--- src/rtl/axi_burst_split_pkg.sv ---
// Shared encodings for the AXI4 burst splitter: burst types, response codes,
// FSM states and the WRAP-length legality helper.
package axi_split_pkg;

   typedef enum logic [1:0] {
      BURST_FIXED = 2'b00,
      BURST_INCR  = 2'b01,
      BURST_WRAP  = 2'b10
   } burst_e;

   localparam logic [1:0] RESP_OKAY   = 2'b00;
   localparam logic [1:0] RESP_SLVERR = 2'b10;

   typedef enum logic [1:0] {
      R_IDLE,
      R_ADDR,
      R_WAIT,
      R_RESP
   } rd_state_e;

   typedef enum logic [2:0] {
      W_IDLE,
      W_DATA,
      W_ISSUE,
      W_WAITB,
      W_RESP
   } wr_state_e;

   // Legal WRAP lengths (len field = beats - 1)
   localparam logic [7:0] WRAP_LEN_2  = 8'd1;
   localparam logic [7:0] WRAP_LEN_4  = 8'd3;
   localparam logic [7:0] WRAP_LEN_8  = 8'd7;
   localparam logic [7:0] WRAP_LEN_16 = 8'd15;

   function automatic logic wrap_len_ok(input logic [7:0] len);
      return (len == WRAP_LEN_2) || (len == WRAP_LEN_4) ||
             (len == WRAP_LEN_8) || (len == WRAP_LEN_16);
   endfunction

   function automatic logic [1:0] resp_max(input logic [1:0] a, input logic [1:0] b);
      return (a > b) ? a : b;
   endfunction

endpackage

--- src/rtl/axi_burst_split_if.sv ---
// AXI4 bus bundle (64-bit data, 32-bit address) used on both sides of the splitter.
interface axi_burst_split_if #(parameter int TAGW = 1);
   logic            arvalid, arready;
   logic [31:0]     araddr;
   logic [TAGW-1:0] arid;
   logic [7:0]      arlen;
   logic [1:0]      arburst;
   logic [2:0]      arsize;

   logic            rvalid, rready;
   logic [63:0]     rdata;
   logic [1:0]      rresp;
   logic [TAGW-1:0] rid;
   logic            rlast;

   logic            awvalid, awready;
   logic [31:0]     awaddr;
   logic [TAGW-1:0] awid;
   logic [7:0]      awlen;
   logic [1:0]      awburst;
   logic [2:0]      awsize;

   logic            wvalid, wready;
   logic [63:0]     wdata;
   logic [7:0]      wstrb;
   logic            wlast;

   logic            bvalid, bready;
   logic [1:0]      bresp;
   logic [TAGW-1:0] bid;

   modport master (
      output arvalid, araddr, arid, arlen, arburst, arsize, input arready,
      input  rvalid, rdata, rresp, rid, rlast, output rready,
      output awvalid, awaddr, awid, awlen, awburst, awsize, input awready,
      output wvalid, wdata, wstrb, wlast, input wready,
      input  bvalid, bresp, bid, output bready
   );

   modport slave (
      input  arvalid, araddr, arid, arlen, arburst, arsize, output arready,
      output rvalid, rdata, rresp, rid, rlast, input rready,
      input  awvalid, awaddr, awid, awlen, awburst, awsize, output awready,
      input  wvalid, wdata, wstrb, wlast, output wready,
      output bvalid, bresp, bid, input bready
   );
endinterface

--- src/rtl/axi_burst_split_addr_gen.sv ---
// Combinational next-beat address for FIXED/INCR/WRAP bursts.
module axi_addr_gen
   import axi_split_pkg::*;
(
   input  logic [31:0] addr,
   input  logic [2:0]  size,
   input  logic [7:0]  len,
   input  burst_e      burst,
   output logic [31:0] next_addr
);
   logic [31:0] step;
   logic [31:0] incr;
   logic [31:0] region_mask;

   always_comb begin
      step        = 32'd1 << size;
      incr        = addr + step;
      region_mask = (({24'd0, len} + 32'd1) << size) - 32'd1;
      next_addr   = incr;
      case (burst)
         BURST_FIXED: next_addr = addr;
         // Illegal WRAP lengths fall through to plain INCR
         BURST_WRAP: if (wrap_len_ok(len))
            next_addr = (addr & ~region_mask) | (incr & region_mask);
         default: next_addr = incr;
      endcase
   end
endmodule

--- src/rtl/axi_burst_split.sv ---
// Splits AXI4 bursts into single-beat downstream transactions; reassembles
// R beats with rlast and merges write beats into one B response.
module axi_burst_split
   import axi_split_pkg::*;
#(
   parameter int TAGW = 1
) (
   input logic               aclk,
   input logic               rst,
   axi_burst_split_if.slave  s,
   axi_burst_split_if.master m
);
   rd_state_e       rstate;
   logic [31:0]     raddr, rnext;
   logic [TAGW-1:0] rid_q;
   logic [7:0]      rlen, rcnt;
   burst_e          rburst;
   logic [2:0]      rsize;

   wr_state_e       wstate;
   logic [31:0]     waddr, wnext;
   logic [TAGW-1:0] wid_q;
   logic [7:0]      wlen, wcnt;
   burst_e          wburst;
   logic [2:0]      wsize;
   logic            werr;
   logic [1:0]      bacc, bmerged;

   axi_addr_gen u_rd_addr (.addr(raddr), .size(rsize), .len(rlen), .burst(rburst), .next_addr(rnext));
   axi_addr_gen u_wr_addr (.addr(waddr), .size(wsize), .len(wlen), .burst(wburst), .next_addr(wnext));

   assign m.araddr  = raddr;
   assign m.arid    = rid_q;
   assign m.arlen   = '0;
   assign m.arburst = BURST_INCR;
   assign m.arsize  = rsize;
   assign m.rready  = 1'b1;
   assign s.rid     = rid_q;

   assign m.awaddr  = waddr;
   assign m.awid    = wid_q;
   assign m.awlen   = '0;
   assign m.awburst = BURST_INCR;
   assign m.awsize  = wsize;
   assign m.wlast   = 1'b1;
   assign m.bready  = 1'b1;
   assign s.bid     = wid_q;

   always_comb bmerged = resp_max(bacc, m.bresp);

   always_ff @(posedge aclk) begin
      if (rst) begin
         rstate    <= R_IDLE;
         s.arready <= 1'b1;
         m.arvalid <= 1'b0;
         s.rvalid  <= 1'b0;
         s.rlast   <= 1'b0;
         s.rdata   <= '0;
         s.rresp   <= '0;
         raddr     <= '0;
         rid_q     <= '0;
         rlen      <= '0;
         rcnt      <= '0;
         rburst    <= BURST_INCR;
         rsize     <= '0;
      end else begin
         case (rstate)
            R_IDLE: if (s.arvalid) begin
               raddr     <= s.araddr;
               rid_q     <= s.arid;
               rlen      <= s.arlen;
               rburst    <= burst_e'(s.arburst);
               rsize     <= s.arsize;
               rcnt      <= '0;
               s.arready <= 1'b0;
               m.arvalid <= 1'b1;
               rstate    <= R_ADDR;
            end
            R_ADDR: if (m.arready) begin
               m.arvalid <= 1'b0;
               rstate    <= R_WAIT;
            end
            R_WAIT: if (m.rvalid) begin
               s.rdata  <= m.rdata;
               s.rresp  <= m.rresp;
               s.rlast  <= (rcnt == rlen);
               s.rvalid <= 1'b1;
               rstate   <= R_RESP;
            end
            R_RESP: if (s.rready) begin
               s.rvalid <= 1'b0;
               s.rlast  <= 1'b0;
               if (rcnt == rlen) begin
                  s.arready <= 1'b1;
                  rstate    <= R_IDLE;
               end else begin
                  raddr     <= rnext;
                  rcnt      <= rcnt + 8'd1;
                  m.arvalid <= 1'b1;
                  rstate    <= R_ADDR;
               end
            end
            default: rstate <= R_IDLE;
         endcase
      end
   end

   always_ff @(posedge aclk) begin
      if (rst) begin
         wstate    <= W_IDLE;
         s.awready <= 1'b1;
         s.wready  <= 1'b0;
         s.bvalid  <= 1'b0;
         s.bresp   <= '0;
         m.awvalid <= 1'b0;
         m.wvalid  <= 1'b0;
         m.wdata   <= '0;
         m.wstrb   <= '0;
         waddr     <= '0;
         wid_q     <= '0;
         wlen      <= '0;
         wcnt      <= '0;
         wburst    <= BURST_INCR;
         wsize     <= '0;
         werr      <= 1'b0;
         bacc      <= RESP_OKAY;
      end else begin
         case (wstate)
            W_IDLE: if (s.awvalid) begin
               waddr     <= s.awaddr;
               wid_q     <= s.awid;
               wlen      <= s.awlen;
               wburst    <= burst_e'(s.awburst);
               wsize     <= s.awsize;
               wcnt      <= '0;
               werr      <= 1'b0;
               bacc      <= RESP_OKAY;
               s.awready <= 1'b0;
               s.wready  <= 1'b1;
               wstate    <= W_DATA;
            end
            // wlast is only checked; the beat count alone ends the burst
            W_DATA: if (s.wvalid) begin
               m.wdata   <= s.wdata;
               m.wstrb   <= s.wstrb;
               if (s.wlast != (wcnt == wlen)) werr <= 1'b1;
               s.wready  <= 1'b0;
               m.awvalid <= 1'b1;
               m.wvalid  <= 1'b1;
               wstate    <= W_ISSUE;
            end
            W_ISSUE: if (m.awready && m.wready) begin
               m.awvalid <= 1'b0;
               m.wvalid  <= 1'b0;
               wstate    <= W_WAITB;
            end
            W_WAITB: if (m.bvalid) begin
               bacc <= bmerged;
               if (wcnt == wlen) begin
                  s.bresp  <= werr ? resp_max(bmerged, RESP_SLVERR) : bmerged;
                  s.bvalid <= 1'b1;
                  wstate   <= W_RESP;
               end else begin
                  waddr    <= wnext;
                  wcnt     <= wcnt + 8'd1;
                  s.wready <= 1'b1;
                  wstate   <= W_DATA;
               end
            end
            W_RESP: if (s.bready) begin
               s.bvalid  <= 1'b0;
               s.awready <= 1'b1;
               wstate    <= W_IDLE;
            end
            default: wstate <= W_IDLE;
         endcase
      end
   end
endmodule

--- src/flat_wrapper.sv ---
// flat-port wrapper written by rule: the top's interface ports become plain ports
module axi_burst_split_flat import axi_split_pkg::*;
#(
   parameter int TAGW = 1
)
  (aclk, rst, s_arvalid, s_araddr, s_arid, s_arlen, s_arburst, s_arsize, s_arready, s_rvalid, s_rdata, s_rresp, s_rid, s_rlast, s_rready, s_awvalid, s_awaddr, s_awid, s_awlen, s_awburst, s_awsize, s_awready, s_wvalid, s_wdata, s_wstrb, s_wlast, s_wready, s_bvalid, s_bresp, s_bid, s_bready, m_arvalid, m_araddr, m_arid, m_arlen, m_arburst, m_arsize, m_arready, m_rvalid, m_rdata, m_rresp, m_rid, m_rlast, m_rready, m_awvalid, m_awaddr, m_awid, m_awlen, m_awburst, m_awsize, m_awready, m_wvalid, m_wdata, m_wstrb, m_wlast, m_wready, m_bvalid, m_bresp, m_bid, m_bready);
  axi_burst_split_if #(.TAGW(TAGW)) s_i ();
  axi_burst_split_if #(.TAGW(TAGW)) m_i ();
  input logic aclk;
  input logic rst;
  input wire logic [$bits(s_i.arvalid)-1:0] s_arvalid;
  input wire logic [$bits(s_i.araddr)-1:0] s_araddr;
  input wire logic [$bits(s_i.arid)-1:0] s_arid;
  input wire logic [$bits(s_i.arlen)-1:0] s_arlen;
  input wire logic [$bits(s_i.arburst)-1:0] s_arburst;
  input wire logic [$bits(s_i.arsize)-1:0] s_arsize;
  output wire logic [$bits(s_i.arready)-1:0] s_arready;
  output wire logic [$bits(s_i.rvalid)-1:0] s_rvalid;
  output wire logic [$bits(s_i.rdata)-1:0] s_rdata;
  output wire logic [$bits(s_i.rresp)-1:0] s_rresp;
  output wire logic [$bits(s_i.rid)-1:0] s_rid;
  output wire logic [$bits(s_i.rlast)-1:0] s_rlast;
  input wire logic [$bits(s_i.rready)-1:0] s_rready;
  input wire logic [$bits(s_i.awvalid)-1:0] s_awvalid;
  input wire logic [$bits(s_i.awaddr)-1:0] s_awaddr;
  input wire logic [$bits(s_i.awid)-1:0] s_awid;
  input wire logic [$bits(s_i.awlen)-1:0] s_awlen;
  input wire logic [$bits(s_i.awburst)-1:0] s_awburst;
  input wire logic [$bits(s_i.awsize)-1:0] s_awsize;
  output wire logic [$bits(s_i.awready)-1:0] s_awready;
  input wire logic [$bits(s_i.wvalid)-1:0] s_wvalid;
  input wire logic [$bits(s_i.wdata)-1:0] s_wdata;
  input wire logic [$bits(s_i.wstrb)-1:0] s_wstrb;
  input wire logic [$bits(s_i.wlast)-1:0] s_wlast;
  output wire logic [$bits(s_i.wready)-1:0] s_wready;
  output wire logic [$bits(s_i.bvalid)-1:0] s_bvalid;
  output wire logic [$bits(s_i.bresp)-1:0] s_bresp;
  output wire logic [$bits(s_i.bid)-1:0] s_bid;
  input wire logic [$bits(s_i.bready)-1:0] s_bready;
  output wire logic [$bits(m_i.arvalid)-1:0] m_arvalid;
  output wire logic [$bits(m_i.araddr)-1:0] m_araddr;
  output wire logic [$bits(m_i.arid)-1:0] m_arid;
  output wire logic [$bits(m_i.arlen)-1:0] m_arlen;
  output wire logic [$bits(m_i.arburst)-1:0] m_arburst;
  output wire logic [$bits(m_i.arsize)-1:0] m_arsize;
  input wire logic [$bits(m_i.arready)-1:0] m_arready;
  input wire logic [$bits(m_i.rvalid)-1:0] m_rvalid;
  input wire logic [$bits(m_i.rdata)-1:0] m_rdata;
  input wire logic [$bits(m_i.rresp)-1:0] m_rresp;
  input wire logic [$bits(m_i.rid)-1:0] m_rid;
  input wire logic [$bits(m_i.rlast)-1:0] m_rlast;
  output wire logic [$bits(m_i.rready)-1:0] m_rready;
  output wire logic [$bits(m_i.awvalid)-1:0] m_awvalid;
  output wire logic [$bits(m_i.awaddr)-1:0] m_awaddr;
  output wire logic [$bits(m_i.awid)-1:0] m_awid;
  output wire logic [$bits(m_i.awlen)-1:0] m_awlen;
  output wire logic [$bits(m_i.awburst)-1:0] m_awburst;
  output wire logic [$bits(m_i.awsize)-1:0] m_awsize;
  input wire logic [$bits(m_i.awready)-1:0] m_awready;
  output wire logic [$bits(m_i.wvalid)-1:0] m_wvalid;
  output wire logic [$bits(m_i.wdata)-1:0] m_wdata;
  output wire logic [$bits(m_i.wstrb)-1:0] m_wstrb;
  output wire logic [$bits(m_i.wlast)-1:0] m_wlast;
  input wire logic [$bits(m_i.wready)-1:0] m_wready;
  input wire logic [$bits(m_i.bvalid)-1:0] m_bvalid;
  input wire logic [$bits(m_i.bresp)-1:0] m_bresp;
  input wire logic [$bits(m_i.bid)-1:0] m_bid;
  output wire logic [$bits(m_i.bready)-1:0] m_bready;
  assign s_i.arvalid = s_arvalid;
  assign s_i.araddr = s_araddr;
  assign s_i.arid = s_arid;
  assign s_i.arlen = s_arlen;
  assign s_i.arburst = s_arburst;
  assign s_i.arsize = s_arsize;
  assign s_arready = s_i.arready;
  assign s_rvalid = s_i.rvalid;
  assign s_rdata = s_i.rdata;
  assign s_rresp = s_i.rresp;
  assign s_rid = s_i.rid;
  assign s_rlast = s_i.rlast;
  assign s_i.rready = s_rready;
  assign s_i.awvalid = s_awvalid;
  assign s_i.awaddr = s_awaddr;
  assign s_i.awid = s_awid;
  assign s_i.awlen = s_awlen;
  assign s_i.awburst = s_awburst;
  assign s_i.awsize = s_awsize;
  assign s_awready = s_i.awready;
  assign s_i.wvalid = s_wvalid;
  assign s_i.wdata = s_wdata;
  assign s_i.wstrb = s_wstrb;
  assign s_i.wlast = s_wlast;
  assign s_wready = s_i.wready;
  assign s_bvalid = s_i.bvalid;
  assign s_bresp = s_i.bresp;
  assign s_bid = s_i.bid;
  assign s_i.bready = s_bready;
  assign m_arvalid = m_i.arvalid;
  assign m_araddr = m_i.araddr;
  assign m_arid = m_i.arid;
  assign m_arlen = m_i.arlen;
  assign m_arburst = m_i.arburst;
  assign m_arsize = m_i.arsize;
  assign m_i.arready = m_arready;
  assign m_i.rvalid = m_rvalid;
  assign m_i.rdata = m_rdata;
  assign m_i.rresp = m_rresp;
  assign m_i.rid = m_rid;
  assign m_i.rlast = m_rlast;
  assign m_rready = m_i.rready;
  assign m_awvalid = m_i.awvalid;
  assign m_awaddr = m_i.awaddr;
  assign m_awid = m_i.awid;
  assign m_awlen = m_i.awlen;
  assign m_awburst = m_i.awburst;
  assign m_awsize = m_i.awsize;
  assign m_i.awready = m_awready;
  assign m_wvalid = m_i.wvalid;
  assign m_wdata = m_i.wdata;
  assign m_wstrb = m_i.wstrb;
  assign m_wlast = m_i.wlast;
  assign m_i.wready = m_wready;
  assign m_i.bvalid = m_bvalid;
  assign m_i.bresp = m_bresp;
  assign m_i.bid = m_bid;
  assign m_bready = m_i.bready;
  axi_burst_split #(.TAGW(TAGW)) u_core (.aclk(aclk), .rst(rst), .s(s_i), .m(m_i));
endmodule
--- config.mk ---
export PLATFORM = sky130hd
export DESIGN_NAME = axi_burst_split_flat
export DESIGN_NICKNAME = d
export VERILOG_FILES = /design/src/rtl/axi_burst_split_pkg.sv /design/src/rtl/axi_burst_split_if.sv /design/src/rtl/axi_burst_split_addr_gen.sv /design/src/rtl/axi_burst_split.sv /design/src/flat_wrapper.sv
export SDC_FILE = /design/constraint.sdc
export NUM_CORES = 1
export LEC_CHECK = 0
export CAP_MARGIN = 10
export CORE_MARGIN = 1
export CORE_UTILIZATION = 25
export CTS_CLUSTER_DIAMETER = 30
export DETAILED_ROUTE_END_ITERATION = 12
export SYNTH_ARGS = -nofsm -noshare
export SYNTH_HDL_FRONTEND = slang
export SYNTH_SLANG_ARGS = --single-unit
--- constraint.sdc ---
create_clock -name aclk -period 4.52 [get_ports aclk]
set_input_delay 0.678 -clock aclk [delete_from_list [all_inputs] [get_ports aclk]]
set_output_delay 0.678 -clock aclk [all_outputs]
set_load 0.01 [all_outputs]
==> results.toml <==
[run_status]
status = "completed"

[detailed_routing]
antenna_left = 0
wl_mm = 63.5
wl_per_cell_um = 18.9
vias = 17100
via_per_inst = 5.09
drcViolationCount = 0
first_pass_iters = 5
drt-initial-drc-count = 1067

[worst_setup_path]
cp-start-kind = "flop"
r2r_start = "u_core.wlen[1]"
critPathCaptureType = "flop"
critPathMaxFanout = 8
r2r_slack_ns = 0.61
crit_required_ns = 4.97
crit_type = "reg2reg"
critPathLaunch = "u_core.wlen[1]"
r2r_cells = 15
critPathArrivalTime_ns = 4.36

[place]
dp_hpwl_mm = 46.1
port_buffers = 467
place.gp.congestion = 0.893
pre_cts_slack_ns = 0.641

[floorplan]
dieArea_um2 = 62200
core_um2 = 60500
io_pins = 494
fp-row-count = 90
die_w_um = 249
die_y_um = 249
initial_core_util = 0.253

[yosys]
async_flop_share = 0
yosys.area_share.xor_xnor = 0.0413
synth-compound-area-share = 0.248
yosysTopAreaCell = "dfxtp_1"
synth_area_um2 = 15300
syn-instance-count = 2055
ys.flop_type = "dfxtp_1"
ys_types = 96
synth-edff-count = 0
yosysSeqAreaShare = 0.345
synth-simple-area-share = 0.255
syn_avg_cell_area_um2 = 7.45
muxShareOfSynthArea = 0.0121
synth_top_area_frac = 0.345
ys_top_cells_by_area = "dfxtp_1 35%, nand2_1 11%, a21oi_1 8.5%"
synth_fa_ha_area_frac = 0.0304
synth_seq_cells = 264
ys_warn_count = 0
synth_top_family_by_area = "simple AND/OR/NAND/NOR gates"

[clocking]
htreeDepth = 3
cts_buffers = 82
cts_resized = 0
clock_latency_ns = 0.60
post-cts-setup-buffers = 0
hold_buffers = 0
cts_sinks = 264
ctsRootBufferMaster = "clkbuf_16"
cts_tree = "done"
clockBufferDepth = 3
path_clk_slew_ns = 0.04

[timing]
fin_crit_sh = 0.865
worst_pin_slew_ns = 1.32
finalSetupViolations = 0
setup_slack_ns = 0.608
finClkSkew_ns = 0.0308
max_freq_mhz = 256
hold_viol = 0
relSlewSlack = 0.121
tns_ns = 0
slew_violations = 0
fin_crit_ns = 3.91
rsz0062_at_grt = "no"

[run]
maxCapViolCount = 0

[pwr]
power_density_nw_per_um2 = 515
ir_drop_mv = 0.422
leakagePower_nw = 8.46

[global_route]
grt_use_met2 = 0.316
grt_max_degree = 187
grt_pass1_vias = 17100
grt_pass1_wl_mm = 97.4
use_met3 = 0.0724
gr-total-overflow = 0
grt_usage = 0.198
grt_use_met1 = 0.236
grt.busiest_layer = "met2"
antenna_found_initial = 20

[cells_and_area]
fin_nets = 2783
utilization = 0.388
areaGrowthSynthToFinish_pct = 53.2
layout-drive-gt1-share = 0.0916

[min_path]
holdCritPathClass = "reg2reg"
==> per-stage QoR <==
stage	area (µm²)	hold slack, ns	power (W)	std cells
after detailed placement	20600	0.448	0.00619	3197
after floorplan	15400	0.459	0.00481	2076
after global placement	20600	0.441	0.00613	3197
after global routing	23400	0.464	0.0127	3354
after CTS	23400	0.451	0.0122	3347
final	23500	0.451	0.0121	3358
==> worst min path at each step <==
| stage | start | end | slack [ns] | depth (start not counted) |
|---|---|---|---|---|
| after global routing | u_core.s.rdata[24] | u_core.s.rdata[24] | 0.46 | 2 |
| after detailed placement | u_core.s.rdata[29] | u_core.s.rdata[29] | 0.45 | 2 |
| after global placement | u_core.s.rdata[16] | u_core.s.rdata[16] | 0.44 | 2 |
| after floorplan | u_core.rburst[1] | u_core.rburst[1] | 0.46 | 2 |
| after CTS | u_core.s.rdata[29] | u_core.s.rdata[29] | 0.45 | 2 |
| final | u_core.s.rdata[24] | u_core.s.rdata[24] | 0.45 | 2 |
==> cell families after synthesis <==
group | after synthesis
buf+inv | 226
fa+ha+maj | 36
mux | 18
xor+xnor | 70
other cells | 2
compound gates | 578
simple gates | 861
flops | 264
==> cells in the mapped netlist, types with 8 or more instances <==
cell type  instances
nand2_1          459
dfxtp_1          264
a21oi_1          260
nor2_1           121
clkbuf_1          89
nor3_1            57
inv_1             54
o21ai_0           54
nand3_1           45
xnor2_1           38
ha_1              34
buf_4             33
xor2_1            31
and3_1            27
o32ai_1           27
a311oi_1          24
buf_2             24
nor2b_1           24
buf_1             19
nand4_1           19
a31oi_1           18
and2_1            18
a22oi_1           17
nor4_1            15
or3_1             15
a211oi_1          14
mux2i_1           14
o211ai_1          14
o21a_1            12
nand2b_1          11
or2_2             11
a211o_1           10
a32oi_1           10
o22ai_1           10
a2111oi_0          8
a21o_1             8
==> power breakdown <==
group	total, W	internal [W]	switching, W
sequential	0.00299	0.00264	0.000353
clock	0.00590	0.00412	0.00178
combinational	0.00320	0.00143	0.00177
total	0.0121	0.00818	0.00391
==> cells in the final DEF (no fill, tap or decap), types with 10 or more instances in the layout <==
| cell type | n |
|---|---|
| clkdlybuf4s50_1 | 466 |
| nand2_1 | 457 |
| dfxtp_1 | 264 |
| a21oi_1 | 260 |
| nor2_1 | 121 |
| clkbuf_16 | 82 |
| nor3_1 | 57 |
| inv_1 | 54 |
| o21ai_0 | 54 |
| nand3_1 | 45 |
| buf_4 | 41 |
| xnor2_1 | 38 |
| ha_1 | 34 |
| xor2_1 | 31 |
| and3_1 | 27 |
| o32ai_1 | 27 |
| nor2b_1 | 24 |
| a311oi_1 | 24 |
| conb_1 | 23 |
| nand4_1 | 19 |
| clkinv_2 | 19 |
| a31oi_1 | 18 |
| and2_1 | 17 |
| a22oi_1 | 17 |
| or3_1 | 15 |
| nor4_1 | 15 |
| o211ai_1 | 14 |
| mux2i_1 | 14 |
| a211oi_1 | 14 |
| o21a_1 | 12 |
| diode_2 | 11 |
| nand2b_1 | 11 |
| or2_2 | 11 |
| bufinv_16 | 11 |
| clkbuf_8 | 11 |
| a211o_1 | 10 |
| o22ai_1 | 10 |
| a32oi_1 | 10 |
| clkbuf_1 | 10 |
==> layer usage <==
layer  up-vias  wire length, µm
met5         -               73
met4        10             2270
met3       125             6530
met2       741            28600
met1      8018            26100
li1       8196                -
==> final cells by class <==
cell class              count  area [µm²]
fillers                  6146       37000
well taps                 782         978
inverters                  56         210
multi-input cells        1586        9080
clock buffers             102        2230
clock inverters            48         642
repair buffers            509        5010
flip-flops and latches    264        5290
diodes                     11        27.5
==> worst max-delay path, stage by stage (launching register included) <==
cell and delay (ns):
dfxtp_1 0.47, ha_1 0.41, xor2_1 0.23, a22o_1 0.27
a2111oi_0 0.50, o21ai_1 0.24, a211o_1 0.33, or3_1 0.38
nor2_1 0.13, ha_1 0.26, nand3_1 0.09, nand3_1 0.08
nand2_1 0.10, a21oi_1 0.07, a21oi_1 0.12, nor3_1 0.07
Power figures use the tool's default switching activity.
